--- config.mk ---
export PLATFORM = sky130hd
export DESIGN_NAME = alu
export DESIGN_NICKNAME = d
export VERILOG_FILES = /design/src/rtl/alu_pkg.sv /design/src/rtl/alu_condition.sv /design/src/rtl/alu.sv
export SDC_FILE = /design/constraint.sdc
export NUM_CORES = 1
export LEC_CHECK = 0
export BUFFER_PORTS_ARGS = -buffer_cell sky130_fd_sc_hd__buf_4
export CAP_MARGIN = 20
export CORE_UTILIZATION = 59
export DETAILED_ROUTE_END_ITERATION = 7
export PLACE_DENSITY = 0.88
export SYNTH_ARGS = -nofsm -noshare
export SYNTH_HDL_FRONTEND = slang
export SYNTH_HIERARCHICAL = 1
export SYNTH_SLANG_ARGS = --single-unit
--- constraint.sdc ---
create_clock -name clk -period 6.7 [get_ports clk]
set_clock_uncertainty 0.2 [all_clocks]
set_input_delay 1.675 -clock clk [delete_from_list [all_inputs] [get_ports clk]]
set_output_delay 1.675 -clock clk [all_outputs]
set_load 0.01 [all_outputs]
--- src/rtl/alu_pkg.sv ---
// Shared ALU opcode and condition-code encodings.
// Used by the ALU, its condition evaluator and the decoder.
package alu_pkg;

  localparam logic [3:0] OP_ALU_ADD     = 4'd0;
  localparam logic [3:0] OP_ALU_SUB     = 4'd1;
  localparam logic [3:0] OP_ALU_AND     = 4'd2;
  localparam logic [3:0] OP_ALU_OR      = 4'd3;
  localparam logic [3:0] OP_ALU_XOR     = 4'd4;
  localparam logic [3:0] OP_ALU_NOT     = 4'd5;
  localparam logic [3:0] OP_ALU_COMPARE = 4'd6;

  localparam logic [3:0] OP_CONDITION_ZERO_EQUAL                = 4'd0;
  localparam logic [3:0] OP_CONDITION_NOT_ZERO_NOT_EQUAL        = 4'd1;
  localparam logic [3:0] OP_CONDITION_UNSIGNED_GREATER_OR_EQUAL = 4'd2;
  localparam logic [3:0] OP_CONDITION_UNSIGNED_LESS             = 4'd3;
  localparam logic [3:0] OP_CONDITION_NEGATIVE                  = 4'd4;
  localparam logic [3:0] OP_CONDITION_POSITIVE                  = 4'd5;
  localparam logic [3:0] OP_CONDITION_OVERFLOW                  = 4'd6;
  localparam logic [3:0] OP_CONDITION_NO_OVERFLOW               = 4'd7;
  localparam logic [3:0] OP_CONDITION_UNSIGNED_GREATER          = 4'd8;
  localparam logic [3:0] OP_CONDITION_UNSIGNED_LESS_OR_EQUAL    = 4'd9;
  localparam logic [3:0] OP_CONDITION_SIGNED_GREATER_OR_EQUAL   = 4'd10;
  localparam logic [3:0] OP_CONDITION_SIGNED_LESS               = 4'd11;
  localparam logic [3:0] OP_CONDITION_SIGNED_GREATER            = 4'd12;
  localparam logic [3:0] OP_CONDITION_SIGNED_LESS_OR_EQUAL      = 4'd13;
  localparam logic [3:0] OP_CONDITION_ALWAYS                    = 4'd14;
  localparam logic [3:0] OP_CONDITION_NEVER                     = 4'd15;

  // Bit positions inside the {zero, overflow, sign, carry} image.
  localparam int FLAG_Z = 3;
  localparam int FLAG_O = 2;
  localparam int FLAG_S = 1;
  localparam int FLAG_C = 0;

endpackage

--- src/rtl/alu_condition.sv ---
// Condition evaluator: registered flags + condition code -> holds.
// Ports: flags {z,o,s,c}, condition code in, condition_holds out.
module alu_condition
  import alu_pkg::*;
(
  input  logic [3:0] flags,
  input  logic [3:0] condition,
  output logic       condition_holds
);

  logic z, o, s, c;

  always_comb begin
    z = flags[FLAG_Z];
    o = flags[FLAG_O];
    s = flags[FLAG_S];
    c = flags[FLAG_C];
    condition_holds = 1'b0;
    case (condition)
      OP_CONDITION_ZERO_EQUAL:
        condition_holds = z;
      OP_CONDITION_NOT_ZERO_NOT_EQUAL:
        condition_holds = !z;
      OP_CONDITION_UNSIGNED_GREATER_OR_EQUAL:
        condition_holds = c;
      OP_CONDITION_UNSIGNED_LESS:
        condition_holds = !c;
      OP_CONDITION_NEGATIVE:
        condition_holds = s;
      OP_CONDITION_POSITIVE:
        condition_holds = !s;
      OP_CONDITION_OVERFLOW:
        condition_holds = o;
      OP_CONDITION_NO_OVERFLOW:
        condition_holds = !o;
      OP_CONDITION_UNSIGNED_GREATER:
        condition_holds = c & !z;
      OP_CONDITION_UNSIGNED_LESS_OR_EQUAL:
        condition_holds = !c | z;
      OP_CONDITION_SIGNED_GREATER_OR_EQUAL:
        condition_holds = (s == o);
      OP_CONDITION_SIGNED_LESS:
        condition_holds = (s != o);
      OP_CONDITION_SIGNED_GREATER:
        condition_holds = !z & (s == o);
      OP_CONDITION_SIGNED_LESS_OR_EQUAL:
        condition_holds = z | (s != o);
      OP_CONDITION_ALWAYS:
        condition_holds = 1'b1;
      default:
        condition_holds = 1'b0;
    endcase
  end

endmodule

--- src/rtl/alu.sv ---
// ALU with combinational result and a registered {z,o,s,c} flag set.
// Ports: clk/reset, aluA/aluB/func in, aluOut out, condition ->
// conditionHolds, updateFlags/loadFlagsFromSavedState/savedFlags, flags.
module alu
  import alu_pkg::*;
#(
  parameter int dataBits = 8
) (
  input  logic                clk,
  input  logic                reset,
  input  logic [dataBits-1:0] aluA,
  input  logic [dataBits-1:0] aluB,
  input  logic [3:0]          func,
  input  logic [3:0]          condition,
  input  logic                updateFlags,
  input  logic                loadFlagsFromSavedState,
  input  logic [3:0]          savedFlags,
  output logic [dataBits-1:0] aluOut,
  output logic                conditionHolds,
  output logic [3:0]          flags
);

  localparam int MSB = dataBits - 1;

  logic [dataBits:0]   sum;
  logic [dataBits:0]   diff;
  logic [dataBits-1:0] result;
  logic                next_c;
  logic                next_o;
  logic [3:0]          next_flags;
  logic [3:0]          flags_d;
  logic [3:0]          flags_q;

  // Subtraction as A + ~B + 1 so bit dataBits is "no borrow".
  assign sum  = {1'b0, aluA} + {1'b0, aluB};
  assign diff = {1'b0, aluA} + {1'b0, ~aluB} + {{dataBits{1'b0}}, 1'b1};

  always_comb begin
    result = '0;
    next_c = 1'b0;
    next_o = 1'b0;
    case (func)
      OP_ALU_ADD: begin
        result = sum[MSB:0];
        next_c = sum[dataBits];
        next_o = (aluA[MSB] == aluB[MSB])
               & (sum[MSB] != aluA[MSB]);
      end
      OP_ALU_SUB, OP_ALU_COMPARE: begin
        result = diff[MSB:0];
        next_c = diff[dataBits];
        next_o = (aluA[MSB] != aluB[MSB])
               & (diff[MSB] != aluA[MSB]);
      end
      OP_ALU_AND: result = aluA & aluB;
      OP_ALU_OR:  result = aluA | aluB;
      OP_ALU_XOR: result = aluA ^ aluB;
      OP_ALU_NOT: result = ~aluA;
      default:    result = '0;
    endcase
  end

  always_comb begin
    next_flags         = '0;
    next_flags[FLAG_Z] = (result == '0);
    next_flags[FLAG_O] = next_o;
    next_flags[FLAG_S] = result[MSB];
    next_flags[FLAG_C] = next_c;
  end

  always_comb begin
    flags_d = flags_q;
    if (reset)
      flags_d = '0;
    else if (loadFlagsFromSavedState)
      flags_d = savedFlags;
    else if (updateFlags)
      flags_d = next_flags;
  end

  always_ff @(posedge clk) begin
    flags_q <= flags_d;
  end

  assign aluOut = result;
  assign flags  = flags_q;

  alu_condition u_cond (
    .flags           (flags_q),
    .condition       (condition),
    .condition_holds (conditionHolds)
  );

endmodule

==> run summary <==
CELLS AND AREA
---------------------------------------------------------------------------------------
Layout Area Growth over Synthesis                                                 17.5%
Post-route insts no fill                                                            304
Fraction of final layout cells sized beyond drive strength 1                      0.223
Number of flip-flops under the largest register name                                  4
Number of nets in the layout                                                        333
Diode count                                                                           0

TIMING
---------------------------------------------------------------------------------------
Pins over their slew limit                                                            0
Final critical-path required period                                             5.58 ns
Highest achievable clock rate                                                 0.179 GHz
Unrepaired setup endpoints after global routing                                   false
Final setup violation count                                                           0
Final cycle utilization of the critical path                                      0.832
Final sum of negative setup slack                                                  0 ns
Total count of hold-check failures in the final report                                0
Tightest slew margin relative to the limit                                        0.611
Transition time at the pin with the least slew margin                          0.577 ns

SYNTH
---------------------------------------------------------------------------------------
Cell types with the highest counts after synthesis                         24 x ha_1, 23 x inv_1, 21 x nand2_1
Simple-gate share of the synthesized area                                         0.241
Post-synthesis instance total                                                       238
Adder-Cell Fraction of Synth Area                                                 0.195
Synthesized cell area                                                        1740 sq um
Synth top area share                                                              0.172
Largest family of logic cells by synthesized area                          compound AO/OA/AOI/OAI gates
Number of flops mapped to enable cells by yosys                                       0
Top post-synthesis cells by area                                           ha_1 17%, a21oi_1 5.2%, inv_1 5.0%
Post-synthesis mux area share                                                   0.00862
Primary flip-flop cell chosen by synthesis mapping                              dfxtp_1
Flip-flop and latch count after synthesis                                             4
Async set-reset flop share out of synthesis                                           0
Number of different library cells in the post-synthesis netlist                      58
Average cell area after synthesis                                            7.32 sq um
Syn Nets                                                                            296
Leading cell type by number of instances after synthesis                           ha_1
Yosys Warn Count                                                                      6
Cell type with the highest aggregate area in the netlist                           ha_1
Synthesized-area fraction occupied by ao, oa, aoi and oai cells                   0.381
Fraction of the yosys area taken by sequential cells                             0.0460
Post-Synth XOR/XNOR Area                                                         0.0244

DIE
---------------------------------------------------------------------------------------
Die outline height                                                         56.3 microns
Number of top-level pins                                                             45
Horizontal extent of the die                                               56.3 microns
Starting Density                                                                  0.626
Floorplan row count                                                                  19
DIE AREA                                                                     3170 sq um
Core outline area                                                            2780 sq um

CLOCK NETWORK
---------------------------------------------------------------------------------------
Number of hold buffers added after cts                                                0
Clk_lat worst skew                                                              0.24 ns
Clock root buffer                                                              clkbuf_4
TritonCTS clock tree                                                                yes
Number of clock buffers inserted by TritonCTS                                         3
PostCTS Resize Cnt                                                                    0
CTS clock-pin slew for the worst setup and hold paths                           0.04 ns
Maximum root-to-sink buffer count                                                     2
Sinks on the clock net                                                                4
Number of H-tree levels                                                               1
Buffer count from post-CTS setup fixing                                               0

GLOBAL ROUTE
---------------------------------------------------------------------------------------
Global-route wire length before repair                                     7810 microns
Number of global-route vias before repair                                         1,776
Maximum number of pins on one net before global-route repair                         30
Number of antenna violations at the first check in global routing                     0
GR Util All Layers                                                                0.303
Remaining global-route overflow                                                       0

DRT
---------------------------------------------------------------------------------------
Routed wire length per instance                                            15.8 microns
Number of violations reported at the end of detailed-routing iteration 0            125
Antenna Nets Post-Route                                                               0
Number of detailed-routing iterations run before antenna repair                       5
DRC violation count after routing                                                     0
Count of vias placed by the detailed router                                       2,018
Via-to-Cell Ratio                                                                  6.64
Final wirelength                                                           4790 microns

WORST SETUP PATH
---------------------------------------------------------------------------------------
Data arrival time of the critical path                                          3.70 ns
Type of the worst setup path                                               input port to output pin
Required time of the worst setup path                                           4.83 ns
Kind of launch point of the worst setup path                                 input port
Critical Path Sink Type                                                      output pin
Largest driver fanout on the critical path                                            9

POWER AND IR DROP
---------------------------------------------------------------------------------------
Static leakage                                                                 0.955 nW
IR Drop Worst-Case VDD                                                           137 uV
Power density over cell area                                               99.1 nW/um^2

PLACEMENT
---------------------------------------------------------------------------------------
Post-placement cell count                                                           300
Routability congestion estimate from global placement                             0.961
DPL Wire Length                                                            3690 microns
Port Buffer Count                                                                    44

FLOW RUN
---------------------------------------------------------------------------------------
Max-capacitance violation count                                                       0

HOLD PATH
---------------------------------------------------------------------------------------
Worst min path class                                                       register to register

OUTCOME
---------------------------------------------------------------------------------------
Result of the run                                                          finished clean

[final timing paths]
kind / from / cells past startpoint / end / slack [ns]
min reg2reg: flags[0]$_SDFFE_PP0P_ / 2 / flags[0]$_SDFFE_PP0P_ / 0.41
min: flags[0]$_SDFFE_PP0P_ / 2 / flags[0]$_SDFFE_PP0P_ / 0.41
max reg2reg: flags[1]$_SDFFE_PP0P_ / 3 / flags[1]$_SDFFE_PP0P_ / 5.32
max: aluA[4] / 9 / aluOut[7] / 1.12
[critical path, stage by stage]
cell	delay, ns
buf_4	0.10
inv_1	0.04
ha_1	0.42
nor2_1	0.14
a211o_1	0.34
o31a_1	0.28
o41ai_1	0.38
or3_1	0.21
buf_4	0.13
[cell families after synthesis]
logic type | count (synthesis)
buf+inv | 36
mux | 1
fa+ha+maj | 26
xor+xnor | 4
flops | 4
simple gates | 75
compound gates | 92
[power by group]
group	internal, W	leakage (nW)	switching, W
Sequential	0.0000256	0.0331	0.00000313
Combinational	0.0000657	0.908	0.0000770
Clock	0.0000201	0.0138	0.0000111
[layer usage]
layer  vias up  GRT usage  share of wire
li1        972          -              -
met1       929      0.402           0.44
met3        14     0.0392          0.071
met5         -          0              0
met2       103      0.510           0.47
met4         0     0.0906          0.020
[cells in the final DEF, fill, tap and decap left out, types with 4 or more instances in the layout]
master and n:
a211o_1 5, nor2_1 10, ha_1 24, buf_4 44, a21oi_1 18, nor2b_1 4, inv_1 23, dfxtp_1 4
nand2_1 21, nor3_1 6, a21o_1 5, o221ai_1 4, o22ai_1 6, nand3b_1 4, o21ai_0 11, nand3_1 5
o211ai_1 7
[stage by stage]
step                area, sq um  total power (W)  worst slack [ns]  hold WS (ns)  utilization
floorplan                  1740         0.000121              1.60         0.406            -
global placement           2020         0.000167              1.21         0.383        0.726
detailed placement         2020         0.000169              1.21         0.402        0.726
CTS                        2040         0.000201              1.18         0.405        0.734
global route               2050         0.000219              1.03         0.429        0.735
finish                     2050         0.000203              1.12         0.407        0.735
[cell type report]
cell class | instances | area (sq um)
inverter | 23 | 86.3
timing repair buffer | 45 | 335
clock buffer | 3 | 22.5
tap | 31 | 38.8
multi-input combinational | 198 | 1480
sequential | 4 | 80.1
fill | 245 | 736
No activity file was read; power rests on OpenSTA's default activity.
